$ cat src/rtl/pc_sequencer.sv
// Program counter and fetch sequencer with a small return-address stack and start/done handshake.
// One-cycle registered update; stall freezes PC, stack and state while running.
module pc_sequencer #(
    parameter int D           = 12,
    parameter int STACK_DEPTH = 4
) (
    input  logic         clk,
    input  logic         reset_n,
    input  logic         start,
    input  logic [D-1:0] start_addr,
    input  logic         stall,
    input  logic         branch_en,
    input  logic         branch_taken,
    input  logic [D-1:0] offset,
    input  logic         call,
    input  logic         ret,
    input  logic         halt_req,
    output logic [D-1:0] pc,
    output logic         done,
    output logic         fault,
    output logic [1:0]   state
);

    localparam int SPW = $clog2(STACK_DEPTH) + 1;
    localparam logic [SPW-1:0] SP_FULL = SPW'(STACK_DEPTH);

    typedef enum logic [1:0] {
        S_IDLE  = 2'b00,
        S_RUN   = 2'b01,
        S_HALT  = 2'b10,
        S_FAULT = 2'b11
    } state_t;

    state_t         r_state;
    logic [D-1:0]   r_pc;
    logic           r_done;
    logic           r_fault;
    logic [SPW-1:0] r_sp;
    logic [D-1:0]   r_stack [STACK_DEPTH];

    logic [D-1:0]   w_pc_inc;
    logic [D-1:0]   w_pc_tgt;
    logic [SPW-1:0] w_sp_dec;
    logic           w_run_go;
    logic           w_push;

    assign w_pc_inc = r_pc + 1'b1;
    assign w_pc_tgt = r_pc + offset;
    assign w_sp_dec = r_sp - 1'b1;
    assign w_run_go = (r_state == S_RUN) && !stall;
    // Push only when the call actually wins arbitration and the stack has room.
    assign w_push   = w_run_go && !halt_req && !ret && call && (r_sp != SP_FULL);

    // Stack contents need no reset; sp alone defines what is valid.
    always_ff @(posedge clk) begin
        if (w_push) begin
            r_stack[r_sp[SPW-2:0]] <= w_pc_inc;
        end
    end

    always_ff @(posedge clk or negedge reset_n) begin
        if (!reset_n) begin
            r_state <= S_IDLE;
            r_pc    <= '0;
            r_done  <= 1'b0;
            r_fault <= 1'b0;
            r_sp    <= '0;
        end else begin
            case (r_state)
                S_RUN: begin
                    if (!stall) begin
                        if (halt_req) begin
                            r_state <= S_HALT;
                            r_done  <= 1'b1;
                        end else if (ret) begin
                            if (r_sp == '0) begin
                                r_state <= S_FAULT;
                                r_fault <= 1'b1;
                                r_done  <= 1'b1;
                            end else begin
                                r_pc <= r_stack[w_sp_dec[SPW-2:0]];
                                r_sp <= w_sp_dec;
                            end
                        end else if (call) begin
                            if (r_sp == SP_FULL) begin
                                r_state <= S_FAULT;
                                r_fault <= 1'b1;
                                r_done  <= 1'b1;
                            end else begin
                                r_pc <= w_pc_tgt;
                                r_sp <= r_sp + 1'b1;
                            end
                        end else if (branch_en && branch_taken) begin
                            r_pc <= w_pc_tgt;
                        end else begin
                            r_pc <= w_pc_inc;
                        end
                    end
                end
                default: begin
                    if (start) begin
                        r_state <= S_RUN;
                        r_pc    <= start_addr;
                        r_sp    <= '0;
                        r_done  <= 1'b0;
                        r_fault <= 1'b0;
                    end
                end
            endcase
        end
    end

    assign pc    = r_pc;
    assign done  = r_done;
    assign fault = r_fault;
    assign state = r_state;

endmodule

$ cat config.mk
export PLATFORM = sky130hd
export DESIGN_NAME = pc_sequencer
export DESIGN_NICKNAME = d
export VERILOG_FILES = /design/src/rtl/pc_sequencer.sv
export SDC_FILE = /design/constraint.sdc
export NUM_CORES = 1
export LEC_CHECK = 0
export ABC_AREA = 1
export BUFFER_PORTS_ARGS = -buffer_cell sky130_fd_sc_hd__buf_2
export CORE_MARGIN = 4
export CORE_UTILIZATION = 30
export CTS_CLUSTER_DIAMETER = 60
export DETAILED_ROUTE_END_ITERATION = 12
export HOLD_SLACK_MARGIN = 0.1
export PLACE_DENSITY_LB_ADDON = 0.1
export SLEW_MARGIN = 0
export SYNTH_ARGS = -nofsm -noshare
export SYNTH_HDL_FRONTEND = slang
export SYNTH_SLANG_ARGS = --single-unit
export TNS_END_PERCENT = 30
$ cat constraint.sdc
create_clock -name clk -period 2.3 [get_ports clk]
set_input_delay 0.345 -clock clk [delete_from_list [all_inputs] [get_ports clk]]
set_output_delay 0.345 -clock clk [all_outputs]
set_load 0.005 [all_outputs]
==> impl_metrics.tcl, run 1 <==
set metrics [dict create \
    yosys_warnings 0 \
    drive_gt1_frac 0.169 \
    drc 0 \
    timing.rr.start "r_sp[1]$_DFFE_PN0P_" \
    finalMaxSlewViolations 0 \
    gr-usage-all-layers 0.162 \
    drt_first_pass_iters 4 \
    cts_setup_buffers 0 \
    synthCells 483 \
    coreArea_um2 12700 \
    cts_tree "built" \
    stdcell_count 727 \
    finalCritPeriodShare 0.844 \
    cp_slowest_stage_delay_ps 380 \
    dp.final_hpwl_um 8530 \
    postLayoutCellArea_um2 4780 \
    path_cells "inv_1 -> ha_1 -> ha_1 -> nor2_1 -> nand4_1 -> nor2_1 -> buf_4" \
    clkTransAtPathRegs_ps 60 \
    num_rows 41 \
    drtIter0Drc 162 \
    vias_per_cell 4.59 \
    synth-seq-cells 66 \
    gp_routability_congestion 0.840 \
    ys_types 31 \
    min_from "start_addr[1]" \
    antenna_found_initial 0 \
    die_w_um 123 \
    syn_avg_cell_area_um2 8.16 \
    top_usage_layer "met2" \
    power-per-cell-area_nw_per_um2 1350 \
    hp-class "primary input to register" \
    cp-end-kind "register" \
    crit_fanout 12 \
    placed_area_um2 4470 \
    route.vias.total 3335 \
    ios 49 \
    cts.sinks 66 \
    p_leak_nw 2.19 \
    clock_latency_ps 330 \
    timing.hold.ws_ps 360 \
    cts_buffers 9 \
    dieArea_um2 15000 \
    async_flop_share 0.273 \
    r2r_slack_ps 360 \
    crit_type "register to register" \
    p_total_mw 6.43 \
    drtAntennaViolNets 0 \
    synth_edf_count 48 \
    grt_pass1_wl_um 18100 \
    syn_area_um2 3940 \
    required_ps 2320 \
    dp.cells 710 \
    gr-usage-met3 0.0272 \
    worst_pin_slew_ps 482 \
    area_growth_pct 21.3 \
    clk_path_buf_depth 2 \
    root_buffer "clkbuf_16" \
    place.port_buffers 48 \
    wl_per_cell_um 15.5 \
    syn-num-nets 535 \
    grt_use_met1 0.212 \
    final_cell_mix "129 x nand2_1, 63 x nor2_1, 56 x inv_1" \
    slew_headroom 0.679 \
    grt_max_degree 28 \
    die_h_um 123 \
    start_util 0.310 \
    diodes 0 \
    cp-start-kind "register" \
    min_period_ps 1940 \
    grt_pass1_vias 3392 \
    utilization 0.376 \
    synth_top_area_share 0.366 \
    htreeDepth 3 \
    max_cap_viol_count 0 \
    peakVddDrop_v 0.000391 \
    drt_wl_total_um 11300 \
    setup_viol 0 \
    max_freq_mhz 515 \
    layout_commonest_cell "nand2_1" \
    synth_top_area_cell "edfxtp_1" \
    arrival_ps 1960 \
    finClkSkew_ps 9.02 \
    nets 602 \
    ys_seq_area_frac 0.480 \
    cp_slowest_cell "dfrtp_1" \
    status "finished, final reports clean" \
    report.final.hold_viol_count 0 \
    grt_overflow 0 \
    critPathLaunch "r_sp[1]$_DFFE_PN0P_" \
    synth_area_leaders "edfxtp_1 37%, nand2_1 12%, dfrtp_1 11%" \
    synth_ff_type "edfxtp_1" \
    rsz0062_at_grt "false" \
    met2_usage 0.271 \
]
[where the power goes]
part	total (mW)	switching (mW)	leakage [nW]	internal [mW]
logic	3.27	2.12	1.40	1.15
registers	1.80	0.186	0.642	1.62
clock network	1.36	0.521	0.145	0.836
total	6.43	2.83	2.19	3.60
[state kept, by name, summed over array words and instances, names as in the netlist]
| register | cells |
|---|---|
| done | 1 |
| fault | 1 |
| pc | 12 |
| r_sp | 3 |
| r_stack | 48 |
| state | 1 |
[critical path: cells and delay by family (launching register included)]
family / cells / cell delay, ps
buffers and inverters: 2 / 330
DFF: 1 / 380
adders and majority gates: 2 / 440
and+or+nand+nor: 3 / 480
[area by class of cell]
class | instances | area, um^2
well taps | 172 | 215
multi-input cells | 345 | 1760
clock buffers | 9 | 225
flip-flops and latches | 66 | 1890
inverters | 60 | 225
clock inverters | 7 | 70.1
repair buffers | 68 | 393
fillers | 1376 | 7940
[Yosys cell counts, types with 6 or more instances]
cell type / count
a21oi_1: 15
clkbuf_1: 6
dfrtp_1: 18
edfxtp_1: 48
ha_1: 18
inv_1: 56
nand2_1: 129
nand3_1: 31
nand4_1: 8
nor2_1: 63
o21ai_0: 41
o22ai_1: 12
xor2_1: 8
[routing by layer]
layer | vias up | routed length, um
met1 | 1541 | 5380
met5 | - | 0
li1 | 1734 | -
met3 | 13 | 325
met2 | 47 | 5400
met4 | 0 | 184
[timing repair]
action,in CTS,in global routing
hold endpoints to repair,18,0
hold buffers,1,0
resized for setup,0,0
[logic make-up after synthesis]
| family | after synthesis | synth area share |
|---|---|---|
| buffers and inverters | 72 | 0.0734 |
| AO/OA/AOI/OAI | 76 | 0.107 |
| flip-flops | 66 | 0.480 |
| adder cells (fa/ha/maj) | 19 | 0.0622 |
| XOR/XNOR | 12 | 0.0267 |
| AND/OR/NAND/NOR | 238 | 0.251 |
[through the flow]
step,setup slack [ps],TNS [ps]
4_1_cts,361,0
2_1_floorplan,-46.3,-2220
3_5_place_dp,351,0
6_report,359,0
3_3_place_gp,388,0
5_1_grt,131,0
[path summary, 6_finish.rpt]
check,to,depth (start not counted)
max,r_stack[1][11]$_DFFE_PP_,7
min,pc[1]$_DFFE_PN0P_,5
max reg2reg,r_stack[1][11]$_DFFE_PP_,7
min reg2reg,fault$_DFFE_PN0P_,2
max in group asynchronous,pc[4]$_DFFE_PN0P_,2
min in group asynchronous,state[0]$_DFFE_PN0P_,2
Note: power is estimated with default switching activity, not from simulation.
==> run 2, diff against run 1 <==
clock period = 2 ns   (was 2.3 ns; I/O delays follow)
==> run 2 against run 1 <==
Net effect:
- via count is 2.6% higher
- non-clock buffer count grew 11
- total power grew 23%
- cell count increased by 1.5%
- core utilization rose by 2.0 points
- clock skew is 1.3 ps lower
- combinational power grew 25%
- first-iteration DRC count down 24%
- sequential cell count is the same
- setup slack got worse by 200 ps
- maximum frequency increased by 5.2%
- largest cell class unchanged
==> impl_metrics.tcl, run 2 (synthesized netlist as in run 1, its figures left out) <==
set metrics [dict create \
    ff2ff_path_depth 8 \
    clk_path_buf_depth 2 \
    crit_fanout 12 \
    cts.sinks 66 \
    grt_pass1_wl_um 17600 \
    layout_commonest_cell "nand2_1" \
    die_w_um 123 \
    fin_ws_ps 154 \
    die_h_um 123 \
    antenna_found_initial 0 \
    hp-class "primary input to register" \
    vias_per_cell 4.64 \
    worst_pin_slew_ps 501 \
    num_rows 41 \
    p_sw_frac 0.423 \
    arrival_ps 1890 \
    route.vias.total 3423 \
    stdcell_count 738 \
    diodes 0 \
    grt_pass1_vias 3284 \
    max_freq_mhz 542 \
    drtIter0Drc 123 \
    status "finished, final reports clean" \
    peakVddDrop_v 0.000569 \
    area_growth_pct 27.9 \
    drt_first_pass_iters 5 \
    root_buffer "clkbuf_16" \
    p_total_mw 7.88 \
    setup_viol 0 \
    finalCritPeriodShare 0.923 \
    placed_area_um2 4650 \
    report.final.hold_viol_count 0 \
    grt_max_degree 28 \
    clock_latency_ps 330 \
    ios 49 \
    required_ps 2040 \
    max_cap_viol_count 0 \
    dp.final_hpwl_um 8540 \
    drtAntennaViolNets 0 \
    switchingPower_mw 3.34 \
    start_util 0.310 \
    gp_routability_congestion 0.835 \
    postLayoutCellArea_um2 5040 \
    power_frac_comb 0.520 \
    p_leak_nw 2.27 \
    grt_overflow 0 \
    min_period_ps 1850 \
    finClkSkew_ps 7.68 \
    power.share.sequential 0.261 \
    power-per-cell-area_nw_per_um2 1560 \
    wl_per_cell_um 15.4 \
    utilization 0.396 \
    htreeDepth 3 \
    clkTransAtPathRegs_ps 60 \
    dieArea_um2 15000 \
    post-place-ws_ps 116 \
    coreArea_um2 12700 \
    cts_tree "built" \
    largest_register_ffs 48 \
    whs_path_depth 5 \
    drive_gt1_frac 0.205 \
    drc 0 \
    gr-usage-all-layers 0.156 \
    p_int_mw 4.54 \
    p_clk_frac 0.219 \
    drt_wl_total_um 11300 \
    final_cell_mix "129 x nand2_1, 58 x nor2_1, 56 x inv_1" \
    cp-start-kind "register" \
    nets 613 \
    dp.cells 717 \
    cts_buffers 9 \
    cp-end-kind "register" \
    place.port_buffers 48 \
    finalMaxSlewViolations 0 \
    slew_headroom 0.666 \
    crit_type "register to register" \
    rsz0062_at_grt "false" \
]
run 2: cell count changes in the layout (fill, tap and decap cells not counted), sizes merged:
cell / before / now
bufinv: 1 / 2
clkinvlp: 1 / 0
clkinv: 6 / 4
buf: 67 / 78
inv: 59 / 61
run 2: through the flow:
stage | setup TNS [ps] | hold WS, ps
floorplan | -2000 | 4.41
global placement | 0 | 305
detailed placement | 0 | 302
CTS | 0 | 285
global route | 0 | 335
finish | 0 | 294
run 2: worst max-delay path, stage by stage (launching register included):
cell and delay (ps):
dfrtp_1 370, inv_1 100, ha_4 190, ha_4 160
nor2_2 90, nand4_1 150, buf_4 220, nor2_4 120
buf_12 150
run 2: power groups by stage:
| stage | Combinational, mW | Sequential (mW) | Clock (mW) |
|---|---|---|---|
| 3_3_place_gp | 4.00 | 2.08 | 0 |
| 4_1_cts | 4.04 | 2.06 | 1.78 |
| 6_report | 4.10 | 2.05 | 1.73 |
| 2_1_floorplan | 2.55 | 2.11 | 0 |
| 3_5_place_dp | 4.01 | 2.08 | 0 |
| 5_1_grt | 4.62 | 2.09 | 1.84 |
run 2: what timing repair did:
| action | CTS | global route |
|---|---|---|
| hold buffers | 1 | 0 |
| endpoints found under the hold margin | 18 | 0 |
| endpoints found under the setup margin | 0 | 4 |
| setup buffers | 0 | 4 |
| gates resized for setup | 0 | 3 |
run 2: layout make-up:
class                   instances  area (um^2)
well taps                     172          215
repair buffers                 79          551
clock buffers                   9          225
fillers                      1377         7680
clock inverters                 7          100
flip-flops and latches         66         1890
multi-input cells             345         1830
inverters                      60          228
run 2: final timing paths:
kind | start | slack [ps] | to
worst max register to register | r_sp[1]$_DFFE_PN0P_ | 150 | r_stack[0][0]$_DFFE_PP_
worst max-delay path | r_sp[1]$_DFFE_PN0P_ | 150 | r_stack[0][0]$_DFFE_PP_
min in group asynchronous | reset_n | 470 | r_sp[2]$_DFFE_PN0P_
max in group asynchronous | reset_n | 1170 | r_sp[0]$_DFFE_PN0P_
worst min-delay path | start_addr[1] | 290 | pc[1]$_DFFE_PN0P_
worst min register to register | fault$_DFFE_PN0P_ | 490 | fault$_DFFE_PN0P_
run 2: per-layer routing:
| layer | GRT usage | vias to the layer above | wire, um |
|---|---|---|---|
| li1 | - | 1764 | - |
| met1 | 0.211 | 1596 | 5390 |
| met2 | 0.259 | 57 | 5510 |
| met3 | 0.0276 | 6 | 312 |
| met4 | 0.0420 | 0 | 114 |
| met5 | 0 | - | 0 |
